### src/rtl/diferenciador.sv
// Stream differentiator: delta = x[n] - x[n-1] with a registered valid/ready output.
// Define DIFERENCIADOR_WRAP_EN to take the difference modulo 2^W (inverts a wrapping accumulator).
module diferenciador #(
  parameter int W     = 4,
  parameter int CNT_W = 8
) (
  input  logic                 clk,
  input  logic                 clr_n,
  input  logic signed [W-1:0]  x,
  input  logic                 in_valid,
  output logic                 in_ready,
  input  logic                 restart,
  output logic signed [W:0]    delta,
  output logic                 out_valid,
  input  logic                 out_ready,
  output logic                 first,
  output logic [CNT_W-1:0]     cnt
);

  typedef enum logic [1:0] {
    ZERO         = 2'd0,
    RUN          = 2'd1,
    PRIME        = 2'd2,
    PRIMED_FIRST = 2'd3
  } state_t;

  state_t              state_q, state_d;
  logic signed [W-1:0] prev_q, prev_d;
  logic signed [W:0]   delta_q, delta_d;
  logic                out_valid_q, out_valid_d;
  logic                first_q, first_d;
  logic [CNT_W-1:0]    cnt_q, cnt_d;

  logic                accept;
  logic                pop;
  logic signed [W-1:0] base;
  logic signed [W:0]   diff;

  assign in_ready = !out_valid_q || out_ready;
  assign accept   = in_valid && in_ready;
  assign pop      = out_valid_q && out_ready;

  // ZERO means the history is the cleared accumulator, so subtract 0.
  assign base = (state_q == ZERO) ? '0 : prev_q;

`ifdef DIFERENCIADOR_WRAP_EN
  logic signed [W-1:0] diff_w;
  assign diff_w = x - base;
  assign diff   = {diff_w[W-1], diff_w};
`else
  assign diff = {x[W-1], x} - {base[W-1], base};
`endif

  always_comb begin
    state_d     = state_q;
    prev_d      = prev_q;
    delta_d     = delta_q;
    first_d     = first_q;
    out_valid_d = out_valid_q && !pop;
    cnt_d       = cnt_q + {{(CNT_W-1){1'b0}}, pop};

    if (restart) begin
      // A sample accepted alongside restart only seeds the history.
      state_d = PRIME;
      if (accept) begin
        prev_d  = x;
        state_d = PRIMED_FIRST;
      end
    end else begin
      case (state_q)
        ZERO: begin
          if (accept) begin
            delta_d     = diff;
            out_valid_d = 1'b1;
            first_d     = 1'b1;
            prev_d      = x;
            state_d     = RUN;
          end
        end
        RUN: begin
          if (accept) begin
            delta_d     = diff;
            out_valid_d = 1'b1;
            first_d     = 1'b0;
            prev_d      = x;
          end
        end
        PRIME: begin
          if (accept) begin
            prev_d  = x;
            state_d = PRIMED_FIRST;
          end
        end
        PRIMED_FIRST: begin
          if (accept) begin
            delta_d     = diff;
            out_valid_d = 1'b1;
            first_d     = 1'b1;
            prev_d      = x;
            state_d     = RUN;
          end
        end
        default: state_d = ZERO;
      endcase
    end
  end

  always_ff @(posedge clk or negedge clr_n) begin
    if (!clr_n) begin
      state_q     <= ZERO;
      prev_q      <= '0;
      delta_q     <= '0;
      out_valid_q <= 1'b0;
      first_q     <= 1'b0;
      cnt_q       <= '0;
    end else begin
      state_q     <= state_d;
      prev_q      <= prev_d;
      delta_q     <= delta_d;
      out_valid_q <= out_valid_d;
      first_q     <= first_d;
      cnt_q       <= cnt_d;
    end
  end

  assign delta     = delta_q;
  assign out_valid = out_valid_q;
  assign first     = first_q;
  assign cnt       = cnt_q;

endmodule

### config.mk
export PLATFORM = sky130hd
export DESIGN_NAME = diferenciador
export DESIGN_NICKNAME = d
export VERILOG_FILES = /design/src/rtl/diferenciador.sv
export SDC_FILE = /design/constraint.sdc
export NUM_CORES = 1
export LEC_CHECK = 0
export ABC_CLOCK_PERIOD_IN_PS = 1900
export CORE_ASPECT_RATIO = 0.6
export CORE_MARGIN = 4
export CORE_UTILIZATION = 44
export DETAILED_ROUTE_END_ITERATION = 6
export PLACE_DENSITY_LB_ADDON = 0.3
export SLEW_MARGIN = 20
export SYNTH_ARGS = -nofsm -noshare
export SYNTH_HDL_FRONTEND = slang
export SYNTH_SLANG_ARGS = --single-unit
export TNS_END_PERCENT = 50
### constraint.sdc
create_clock -name clk -period 1.9 [get_ports clk]
set_clock_uncertainty 0.15 [all_clocks]
set_input_delay 0.285 -clock clk [delete_from_list [all_inputs] [get_ports clk]]
set_output_delay 0.285 -clock clk [all_outputs]
set_load 0.02 [all_outputs]
== Yosys cells after proc, flatten, opt, wreduce, memory -nomap -nowiden ==
Index checks and enable logic that the tools add are counted.

* Flip-flop bits (word level): 21
* Bits in latches: 0
* RAM bits: 0
* Memory bits (read-only): 0
* Bits of input ports: 9
* Word-level logic and storage cells: 46
* Memories: 0

* $add $sub $neg: 2
* Multipliers: 0
* Divide/modulo/power cells: 0
* Magnitude comparators: 0
* Eq/ne operators: 7
* Shift-type cells: 0
* Muxes and demuxes: 15
* Bitwise logic cells: 1
* Reduce and logical (&&, ||, !) cells: 15

{| class="wikitable"
|+ Operators with widths
! operator !! number
|-
| $mux W4 || 4
|-
| $add A8 B1 Y8 || 1
|-
| $mux W1 || 6
|-
| $mux W2 || 3
|-
| $reduce_and A3 Y1 || 2
|-
| $sub A4 B4 Y5 || 1
|-
| $eq A2 B2 Y1 const B || 2
|-
| $pmux W2 S2 || 1
|-
| $reduce_and A4 Y1 || 1
|-
| $reduce_or A4 Y1 || 1
|-
| $logic_and A1 B1 Y1 || 3
|-
| $ne A3 B1 Y1 const B || 1
|-
| $ne A3 B3 Y1 const B || 1
|-
| $reduce_bool A3 Y1 || 1
|-
| $reduce_or A3 Y1 || 1
|-
| $eq A2 B1 Y1 const B || 1
|-
| $logic_not A1 Y1 || 2
|-
| $logic_not A2 Y1 || 1
|-
| $ne A2 B1 Y1 const B || 1
|-
| $ne A2 B2 Y1 const B || 1
|-
| $pmux W1 S2 || 1
|-
| $reduce_bool A2 Y1 || 1
|-
| $reduce_or A2 Y1 || 1
|-
| $logic_or A1 B1 Y1 || 1
|-
| $not A1 Y1 || 1
|}

== Logic depth before layout (Yosys ltp) ==
Gate-level depths: netlist of run 1.

* Depth after elaboration: 6
* Depth in mapped cells: 9

== Least setup slack after synthesis of run 1 ==
OpenSTA, ideal clock, no wires.

* Path kind: register -> register
* Start: register state_q[1]
* End: register delta_q[2] (netlist: delta[2])
* Library setup time: 0.125 ns
* Arrival: 1.698 ns
* Required time: 1.625 ns
* Path slack: -0.073 ns
* Cell stages (with the launch flop): 9
* Period minus slack after synthesis: 1.973 ns
* Path through: dfrtp_1 > inv_1 > ha_1 > nor2b_1 > ha_1 > inv_1 > fa_1 > xor2_1 > mux2_4

* Longest elaborated chain between the ends: 3

{| class="wikitable"
|+ RTL lines
! item !! RTL line !! text
|-
| from (decl) || 27 || <nowiki>state_t state_q, state_d;</nowiki>
|-
| from (signal assigned) || 117 || <nowiki>state_q <= state_d;</nowiki>
|-
| $logic_not A2 Y1 (tied with other cells) || 44, 70 ||
|-
| $mux W4 / $reduce_or A3 Y1 (equally long branches) || -- ||
|-
| $sub A4 B4 Y5 / $reduce_and A3 Y1 (equally long branches) || -- ||
|-
| to (signal assigned) || 119 || <nowiki>delta_q <= delta_d;</nowiki>
|-
| to (decl) || 29 || <nowiki>logic signed [W:0] delta_q, delta_d;</nowiki>
|}

Parallel ways exist; a longest one is shown, timed or not.
A chain may end at the register's enable or synchronous reset.

== Final worst setup path of run 1 ==
Same ends and word-level chain as after synthesis.

==> results of run 1 <==
[repair_timing]
item,4_1_cts,5_1_grt
buffers inserted,1,0
gates cloned,0,0
endpoints found under the setup margin,4,4
endpoints found under the hold margin,0,0
pin swaps,3,4
gates resized for setup,7,5
[sequential cells by signal, indices dropped and copies added (netlist names)]
signal / flops
cnt: 8
delta: 5
first: 1
out_valid: 1
prev_q: 4
state_q: 2
[layout by cell type (no fill, tap or decap), drive strengths merged, types with 3 or more instances in the layout]
master / n
clkdlybuf4s50: 23
dfrtp: 21
buf: 10
ha: 10
inv: 9
mux2: 6
nand2: 5
xnor2: 4
o21ai: 4
clkbuf: 4
xor2: 3
nand2b: 3
nand3: 3
[report_power, final]
| part | internal, mW | switching, mW |
|---|---|---|
| clock network | 0.149 | 0.139 |
| logic | 0.445 | 0.380 |
| registers | 0.584 | 0.103 |
[path summary, 6_finish.rpt]
| check | slack, ps | to | start |
|---|---|---|---|
| max in group asynchronous | 1170 | delta[1]$_DFFE_PN0P_ | clr_n |
| setup reg to reg | -30 | delta[2]$_DFFE_PN0P_ | state_q[1]$_DFFE_PN0P_ |
| min in group clk | 360 | cnt[7]$_DFF_PN0_ | cnt[7]$_DFF_PN0_ |
| hold reg to reg | 360 | cnt[7]$_DFF_PN0_ | cnt[7]$_DFF_PN0_ |
| setup / recovery | -30 | delta[2]$_DFFE_PN0P_ | state_q[1]$_DFFE_PN0P_ |
| hold / removal | 210 | out_valid$_DFF_PN0_ | clr_n |
[metal layers]
metal	track usage, %	vias up	part of all wire, %
met5	0	-	0
met4	5.62	0	1.3
met3	5.23	5	5.0
met2	25.3	20	45
met1	20.6	385	49
li1	-	392	-
[synth_stat cells, drive strengths merged]
| cell type | count |
|---|---|
| dfrtp | 21 |
| inv | 9 |
| nand3 | 3 |
| a21oi | 2 |
| nand4 | 1 |
| nand3b | 1 |
| nand2b | 3 |
| a22o | 1 |
| and3 | 2 |
| a32oi | 1 |
| ha | 10 |
| o21bai | 1 |
| mux2i | 1 |
| nand2 | 5 |
| or3b | 1 |
| nor3 | 1 |
| mux2 | 6 |
| o31ai | 1 |
| xnor2 | 4 |
| a31oi | 1 |
| xor2 | 3 |
| o22ai | 1 |
| nor2b | 2 |
| nor2 | 2 |
| and2 | 2 |
| fa | 1 |
| nor3b | 2 |
| o21ai | 4 |
[layout make-up]
class                   count  area (um2)
multi-input cells          62         599
inverters                   9        33.8
flip-flops and latches     21         526
fillers                   153         706
clock buffers               4        45.0
repair buffers             34         314
well taps                  30        37.5
[per-stage QoR]
| step | utilization (%) | setup TNS (ps) | cells |
|---|---|---|---|
| 4_1_cts | 67.2 | -88.2 | 160 |
| 6_report | 68.8 | -32.9 | 160 |
| 5_1_grt | 68.8 | -155 | 160 |
| 3_3_place_gp | 63.8 | -402 | 155 |
| 2_1_floorplan | - | -18.7 | 92 |
| 3_5_place_dp | 63.8 | -512 | 155 |
[cells by family after synthesis]
group                    share of synthesized area [%]
XOR/XNOR                                          5.63
adder cells (fa/ha/maj)                           13.3
multiplexers                                      8.15
AND/OR/NAND/NOR                                   14.7
flip-flops                                        48.2
buffers and inverters                             3.10
AO/OA/AOI/OAI                                     6.89
==> summary.md, run 1 <==
| Metric | Value |
|---|---|
| Outcome | `finished with violations` |
| Failing checks | `negative setup slack` |
| Worst Reg2Reg Path Length in Cells | `8` |
| Number of core rows | `13` |
| CP Cell Sequence | `inv_2, ha_4, nor2b_2, ha_2, inv_2, fa_2, xor2_1, mux2_4` |
| Worst hold path class | `in -> async` |
| Global-route wire length before repair | `between 3000 and 4000 um` |
| Final GP Congestion | `about 0.74` |
| PD cells | `roughly 1200 nW/um2` |
| Die ar. | `around 3400 um2` |
| Critical path's slowest cell | `dfrtp_1` |
| CP max FO | `3` |
| Fin crit share | `102%` |
| Area of the core | `2260 um2` |
| Post-synth top area share | `between 40% and 50%` |
| P_leak | `roughly 0.71 nW` |
| Ys Warns | `0` |
| Hold Buf Count CTS | `0` |
| Hold Vio Cnt, Final | `0` |
| Starting density of the core | `around 48%` |
| Pin count of the biggest net entering global routing | `22` |
| GRT Overall Usage | `between 10% and 20%` |
| Sequential area share after synthesis | `between 40% and 50%` |
| Final instance area | `between 1500 and 2000 um2` |
| Post-synth cell types | `33` |
| DP Worst Slack | `-122 ps` |
| Post-Syn Instances | `a little over 90` |
| RSZ-0062 raised after global routing | `true` |
| Worst EP required | `~1900 ps` |
| Max VDD drop | `about 0.00052 V` |
| Critical path's top delay family | `adder cells` |
| DP Area | `roughly 1400 um2` |
| Post-Syn Nets | `112` |
| WHS | `between 200 and 250 ps` |
| Crit-path most repeated cell | `inv_2` |
| CP Capture Type | `flop` |
| Worst slew pin tran | `between 200 and 300 ps` |
| DR vias/cell | `between 5 and 6` |
| Synth area leader | `dfrtp_1` |
| Antenna Nets Post-Route | `0` |
| Final WL | `approximately 2200 um` |
| DR vias | `802` |
| #FFs+latches synth | `21` |
| Clk_lat worst skew | `approximately 260 ps` |
| Crit path kind | `reg -> reg` |
| Slew margin rel. | `between 80 and 90%` |
| Tmin final | `between 1500 and 2000 ps` |
| Final setup fails | `1` |
| CP Launch Type | `flop` |
| Ports | `25` |
| Num Clock Sinks | `21` |
| Vias in the first global route | `roughly 800` |
| Final setup margin | `-32.9 ps` |
| Synth area leaders | `dfrtp_1, ha_1, mux2_4` |
| Root Buffer Master | `clkbuf_8` |
| # H-tree levels | `1` |
| Max Fclk | `between 500 and 600 MHz` |
| Levels on crit path | `8` |
| Area Growth Syn to Fin | `42.7%` |
| Gr ovfl total | `0` |
| Post-synthesis instance area | `between 1000 and 1500 um2` |
| Mean Syn Cell Area | `around 12 um2` |
| TritonCTS Buffers | `3` |
| Max Cap Viol | `0` |
| Crit path buf inv count | `2` |
| Die Ht | `46.6 um` |
| DR iter-0 viols | `27` |
| Port-buffer cells | `24` |
| Final #Nets | `roughly 150` |
| Power Total | `1.80 mW` |
| # diodes | `0` |
| Fraction of layout cells with a size suffix above 1 | `~27%` |
| Antenna violations before repair | `0` |
| TritonCTS clock tree | `built` |
| Max-slew violation count | `0` |
| CP peak stage delay | `360 ps` |
| Drt first pass iters | `5` |
| Critical Path AT | `roughly 1900 ps` |
| HPWL after DPL | `between 1500 and 2000 um` |
| Clock slew at reported path FFs | `70 ps` |
| DRC | `0` |
| CTS max path bufs | `2` |
| Drt wl/cell | `roughly 14 um` |
| Die W | `slightly above 70 um` |
(Power assumes the default switching activity.)
==> run 2, diff against run 1 <==
--- a/config.mk
+++ b/config.mk
@@ -6,9 +6,11 @@
 export NUM_CORES = 1
 export LEC_CHECK = 0
 export ABC_CLOCK_PERIOD_IN_PS = 1900
+export CELL_PAD_IN_SITES_DETAIL_PLACEMENT = 0
+export CELL_PAD_IN_SITES_GLOBAL_PLACEMENT = 1
 export CORE_ASPECT_RATIO = 0.6
 export CORE_MARGIN = 4
-export CORE_UTILIZATION = 44
+export CORE_UTILIZATION = 34
 export DETAILED_ROUTE_END_ITERATION = 6
 export PLACE_DENSITY_LB_ADDON = 0.3
 export SLEW_MARGIN = 20
==> run 2 against run 1 <==
Net effect:
- the run still ends with negative setup slack left
- worst setup slack better by 7.0 ps
- worst hold slack gained 8.0 ps
- total power decreased by 2.2%
- global-route usage decreased by 4.4 points
- largest cell class unchanged
==> summary.md, run 2 (synthesis gave the netlist of run 1 again) <==
| Metric | Value |
|---|---|
| Critical Path AT | `1920 ps (about the same)` |
| Port-buffer cells | `24 (unchanged)` |
| Gr ovfl total | `0 (unchanged)` |
| Worst hold path class | `in -> async` |
| Antenna violations before repair | `0 (unchanged)` |
| P_leak | `0.721 nW (+1.3%)` |
| Die ar. | `4200 um2 (+25%)` |
| Max-slew violation count | `0 (unchanged)` |
| Drt wl/cell | `12.3 um (-12%)` |
| Hold Vio Cnt, Final | `0 (unchanged)` |
| Most common cell after layout, fill and taps aside | `clkdlybuf4s50_1` |
| Outcome | `finished with violations` |
| Worst slew pin tran | `269 ps (-27.9 ps)` |
| Clock slew at reported path FFs | `70 ps (about the same)` |
| Max VDD drop | `0.000573 V (+11%)` |
| Drt first pass iters | `4 (-1)` |
| Starting density of the core | `36.8% (-11 points)` |
| Area Growth Syn to Fin | `41.7%` |
| Crit path kind | `reg -> reg` |
| PD cells | `1140 nW/um2 (-1.5%)` |
| Largest register FFs | `8 (unchanged)` |
| Layout Utilization | `52.1% (-17 points)` |
| CP Capture Type | `flop` |
| Worst EP required | `1890 ps (about the same)` |
| CTS max path bufs | `2 (unchanged)` |
| Global-route wire length before repair | `3680 um (-2.4%)` |
| CP max FO | `4 (+1)` |
| # diodes | `0 (unchanged)` |
| DR vias | `769 (-4.1%)` |
| Final GP Congestion | `0.735 (-1.3%)` |
| Slew margin rel. | `82.0% (+1.9 points)` |
| DR vias/cell | `4.39 (-12%)` |
| Root Buffer Master | `clkbuf_8` |
| TritonCTS clock tree | `built` |
| Area of the core | `2970 um2 (+31%)` |
| HPWL after DPL | `1760 um (-0.26%)` |
| Pin count of the biggest net entering global routing | `22 (unchanged)` |
| Num Clock Sinks | `21 (unchanged)` |
| Number of core rows | `15 (+2)` |
| DR iter-0 viols | `13 (-52%)` |
| Max Fclk | `519 MHz (+0.36%)` |
| Die Ht | `51.9 um (+11%)` |
| Fin crit share | `101% (-0.37 points)` |
| CP Launch Type | `flop` |
| Tmin final | `1930 ps (-7.00 ps)` |
| Register area | `526 um2 (unchanged)` |
| Final WL | `2150 um (-3.7%)` |
| Die W | `81.1 um (+12%)` |
| Layout fillers | `282 (+84%)` |
| Leading cell types in the layout, fill and taps excluded | `clkdlybuf4s50_1, dfrtp_1, buf_4` |
| # H-tree levels | `1 (unchanged)` |
| Vias in the first global route | `823 (+2.7%)` |
| Final instance area | `1540 um2 (-0.72%)` |
| DRC | `0 (unchanged)` |
| GRT Overall Usage | `11.6% (-4.4 points)` |
| Final setup fails | `1 (unchanged)` |
| Final #Nets | `154 (+2.0%)` |
| TritonCTS Buffers | `3 (unchanged)` |
| RSZ-0062 raised after global routing | `true` |
| Failing checks | `negative setup slack` |
| Fraction of layout cells with a size suffix above 1 | `24.1% (-2.9 points)` |
| Ports | `25 (unchanged)` |
| Multi-input logic area | `551 um2 (-8.1%)` |
| Max Cap Viol | `0 (unchanged)` |
| Clk_lat worst skew | `250 ps (about the same)` |
| Antenna Nets Post-Route | `0 (unchanged)` |
| Final setup margin | `-26.0 ps (+7.00 ps)` |
| DP Area | `1480 um2 (+2.6%)` |
| Power Total | `1.76 mW (-2.2%)` |
## run 2: worst paths after layout
| check | cells after the start | to | start | slack [ps] |
|---|---|---|---|---|
| max | 8 | delta[2]$_DFFE_PN0P_ | state_q[1]$_DFFE_PN0P_ | -30 |
| min in group clk | 1 | cnt[7]$_DFF_PN0_ | cnt[7]$_DFF_PN0_ | 330 |
| min | 2 | out_valid$_DFF_PN0_ | clr_n | 220 |
| max in group asynchronous | 2 | delta[2]$_DFFE_PN0P_ | clr_n | 1170 |
| max reg2reg | 8 | delta[2]$_DFFE_PN0P_ | state_q[1]$_DFFE_PN0P_ | -30 |
| min reg2reg | 1 | cnt[7]$_DFF_PN0_ | cnt[7]$_DFF_PN0_ | 330 |
## run 2: through the flow
stage               TNS [ps]  hold slack (ps)  instances  setup slack [ps]
floorplan              -18.7             -161         92             -18.7
global placement        -416              312        170              -109
detailed placement      -531              321        170              -129
CTS                    -37.8              229        175             -37.8
global route            -196              255        175              -110
finish                 -26.0              218        175             -26.0
## run 2: area by class of cell
type | count | share of cell area [%]
clock buffers | 4 | 2.92
inverters | 9 | 2.19
multi-input cells | 62 | 35.7
flip-flops and latches | 21 | 34.0
well taps | 42 | 3.40
repair buffers | 37 | 21.8
## run 2: power breakdown
part	switching (mW)	internal, mW
Combinational	0.367	0.425
Sequential	0.104	0.584
Clock	0.133	0.149
Total	0.603	1.16
## run 2: critical path: stages (launching register included)
cell,delay [ps]
dfrtp_1,370
inv_2,60
ha_4,160
nor2b_2,100
ha_2,180
inv_2,40
fa_2,340
xor2_1,140
mux2_4,260
## run 2: what timing repair did
item	4_1_cts	5_1_grt
buffers inserted	1	0
pin swaps	0	1
setup endpoints to repair	3	4
hold buffers	0	0
gates resized for setup	5	1
## run 2: per-layer routing
layer / global-route usage, % / vias up / share of wire (%)
met1: 16.6 / 349 / 52
met5: 0 / - / 0
li1: - / 400 / -
met4: 0.843 / 0 / 0.28
met2: 16.9 / 18 / 41
met3: 4.84 / 2 / 6.7
==> run 3, diff against run 2 <==
--- a/config.mk
+++ b/config.mk
@@ -5,7 +5,6 @@
 export SDC_FILE = /design/constraint.sdc
 export NUM_CORES = 1
 export LEC_CHECK = 0
-export ABC_CLOCK_PERIOD_IN_PS = 1900
 export CELL_PAD_IN_SITES_DETAIL_PLACEMENT = 0
 export CELL_PAD_IN_SITES_GLOBAL_PLACEMENT = 1
 export CORE_ASPECT_RATIO = 0.6
@@ -13,6 +12,7 @@
 export CORE_UTILIZATION = 34
 export DETAILED_ROUTE_END_ITERATION = 6
 export PLACE_DENSITY_LB_ADDON = 0.3
+export SETUP_SLACK_MARGIN = 0.5
 export SLEW_MARGIN = 20
 export SYNTH_ARGS = -nofsm -noshare
 export SYNTH_HDL_FRONTEND = slang
==> run 3 against run 2 <==
Net effect:
- the run still ends with negative setup slack left
- clock-buffer cell count is the same
- clock power is essentially flat
- maximum frequency shrank 1.1%
- total power grew 5.1%
- final cell count grew 2.3%
- worst setup slack lost 21 ps
- sequential cell count is the same
- sequential share of layout area shrank 3.1 points
- register-to-register slack lost 20 ps
- worst hold slack lost 72 ps
- global-route usage grew 0.60 points
- sequential power grew 0.6%
- critical path type unchanged
- critical endpoint unchanged
- largest cell class unchanged
- largest power group unchanged
- highest routed layer unchanged
==> summary.md, run 3 (synthesis gave the netlist of run 1 again) <==
| Metric | Value |
|---|---|
| Die ar. | `4200 um2 (unchanged)` |
| Die W | `81.1 um (unchanged)` |
| Worst EP required | `1890 ps (about the same)` |
| RSZ-0062 raised after global routing | `true` |
| Failing checks | `negative setup slack` |
| Layout fillers | `262 (-7.1%)` |
| DRC | `0 (unchanged)` |
| Tmin final | `1950 ps (+21.2 ps)` |
| Fraction of layout cells with a size suffix above 1 | `51.8% (+28 points)` |
| P_leak | `0.781 nW (+8.4%)` |
| Worst Reg2Reg Path Length in Cells | `8 (unchanged)` |
| # H-tree levels | `1 (unchanged)` |
| R2R Path End | `delta[2]$_DFFE_PN0P_` |
| GRT Overall Usage | `12.2% (+0.60 points)` |
| Drt first pass iters | `3 (-1)` |
| TritonCTS Buffers | `3 (unchanged)` |
| Multi-input logic area | `723 um2 (+31%)` |
| Drt wl/cell | `13.4 um (+9.1%)` |
| DR vias | `814 (+5.9%)` |
| Area Growth Syn to Fin | `56.5%` |
| Critical Path AT | `1940 ps (+20 ps)` |
| CP Launch Type | `flop` |
| Crit path kind | `reg -> reg` |
| Most common cell after layout, fill and taps aside | `dfrtp_1` |
| DR vias/cell | `4.55 (+3.5%)` |
| Outcome | `finished with violations` |
| Final setup margin | `-47.1 ps (-21.2 ps)` |
| Hold Vio Cnt, Final | `0 (unchanged)` |
| # diodes | `0 (unchanged)` |
| TritonCTS clock tree | `built` |
| CP max FO | `3 (-1)` |
| Max Fclk | `514 MHz (-1.1%)` |
| Number of core rows | `15 (unchanged)` |
| Worst hold path class | `in -> async` |
| PD cells | `1090 nW/um2 (-4.8%)` |
| Ports | `25 (unchanged)` |
| Final setup fails | `2 (+1)` |
| Gr ovfl total | `0 (unchanged)` |
| Port-buffer cells | `24 (unchanged)` |
| Final WL | `2390 um (+12%)` |
| Final instance area | `1710 um2 (+10%)` |
| CP Cell Sequence | `inv_2, ha_4, nor2b_4, ha_4, inv_2, fa_2, xor2_1, mux2_4` |
| Starting density of the core | `36.8% (unchanged)` |
| Layout Utilization | `57.5% (+5.4 points)` |
| Worst r2r src | `state_q[0]$_DFFE_PN0P_` |
| Global-route wire length before repair | `3880 um (+5.4%)` |
| Slew margin rel. | `77.0% (-5.0 points)` |
| Max Cap Viol | `0 (unchanged)` |
| Final GP Congestion | `0.714 (-2.8%)` |
| Critical path's slowest cell | `dfrtp_1` |
| Reg2Reg Setup Slack | `-50 ps (-20 ps)` |
| Num Clock Sinks | `21 (unchanged)` |
| DR iter-0 viols | `14 (+1)` |
| Clk_lat worst skew | `250 ps (about the same)` |
| Worst Setup SP | `state_q[0]$_DFFE_PN0P_` |
| DP Area | `1490 um2 (+0.85%)` |
| Leading cell types in the layout, fill and taps excluded | `dfrtp_1, buf_4, ha_4` |
| Antenna violations before repair | `0 (unchanged)` |
| Setup TNS | `-56.9 ps (-31.0 ps)` |
| Vias in the first global route | `786 (-4.5%)` |
| HPWL after DPL | `1760 um (+0.50%)` |
| WHS | `146 ps (-72.2 ps)` |
| Final #Nets | `158 (+2.6%)` |
| Clock slew at reported path FFs | `70 ps (about the same)` |
| Area of the core | `2970 um2 (unchanged)` |
| CP Capture Type | `flop` |
| Worst Setup EP | `delta[2]$_DFFE_PN0P_` |
| Root Buffer Master | `clkbuf_8` |
| CP peak stage delay | `370 ps (about the same)` |
| Worst slew pin tran | `344 ps (+74.6 ps)` |
| Die Ht | `51.9 um (unchanged)` |
| CTS max path bufs | `2 (unchanged)` |
| Max-slew violation count | `0 (unchanged)` |
| Antenna Nets Post-Route | `0 (unchanged)` |
| Pin count of the biggest net entering global routing | `15 (-32%)` |
| Max VDD drop | `0.000561 V (-2.1%)` |
| Fin crit share | `102% (+1.1 points)` |
| Largest register FFs | `8 (unchanged)` |
| Register area | `527 um2 (+0.24%)` |
## run 3: cell count changes in the layout (fill, tap and decap cells not counted), moves of 3 or more
cell | before | now
clkdlybuf4s50_1 | 23 | 7
buf_6 | 0 | 3
ha_4 | 1 | 8
ha_1 | 8 | 2
clkdlybuf4s15_2 | 0 | 3
clkbuf_2 | 0 | 7
buf_2 | 0 | 4
## run 3: final cells by class
class	instances	area share (%)
Clock buffer	4	2.64
Timing Repair Buffer	41	19.0
Tap cell	42	3.08
Sequential cell	21	30.9
Multi-Input combinational cell	62	42.4
Inverter	9	1.98
## run 3: worst min-delay path by stage
stage / slack [ps] / depth (start not counted) / from / end
5_1_grt: 160 / 1 / clr_n / prev_q[2]$_DFFE_PN0P_
4_1_cts: 150 / 1 / clr_n / prev_q[2]$_DFFE_PN0P_
3_5_place_dp: 320 / 1 / cnt[7]$_DFF_PN0_ / cnt[7]$_DFF_PN0_
3_3_place_gp: 310 / 1 / cnt[7]$_DFF_PN0_ / cnt[7]$_DFF_PN0_
6_report: 150 / 1 / clr_n / prev_q[2]$_DFFE_PN0P_
2_1_floorplan: -160 / 0 / clr_n / cnt[0]$_DFF_PN0_
## run 3: worst max-delay path: cells and delay by family, from the launching register on
family                   cells  cell delay, ps
AND/OR/NAND/NOR              1             120
adder cells (fa/ha/maj)      3             680
multiplexers                 1             260
flip-flops                   1             370
buffers and inverters        2             100
XOR/XNOR                     1             150
## run 3: what timing repair did
| item | in CTS | in global routing |
|---|---|---|
| gates resized for setup | 59 | 24 |
| buffers inserted | 5 | 5 |
| hold buffers | 0 | 0 |
| hold endpoints to repair | 0 | 0 |
| pin swaps | 11 | 19 |
| endpoints found under the setup margin | 32 | 28 |
## run 3: stage by stage
step | setup WS (ps) | total power [mW] | std cells
2_1_floorplan | -16.3 | 1.14 | 92
3_3_place_gp | -102 | 1.49 | 165
3_5_place_dp | -121 | 1.52 | 165
4_1_cts | -75.2 | 1.86 | 174
5_1_grt | -102 | 1.99 | 179
6_report | -47.1 | 1.85 | 179
## run 3: per-layer routing
layer	vias up	track usage, %	routed length (um)
met5	-	0	0
met2	16	18.0	1060
met4	0	0.843	7
met3	2	5.02	119
met1	390	17.3	1200
li1	406	-	-
## run 3: where the power goes
part	leakage (nW)	switching (mW)	total (mW)	internal [mW]
Clock	0.0228	0.133	0.282	0.149
Sequential	0.256	0.107	0.692	0.585
Combinational	0.503	0.437	0.879	0.442
Total	0.781	0.677	1.85	1.18
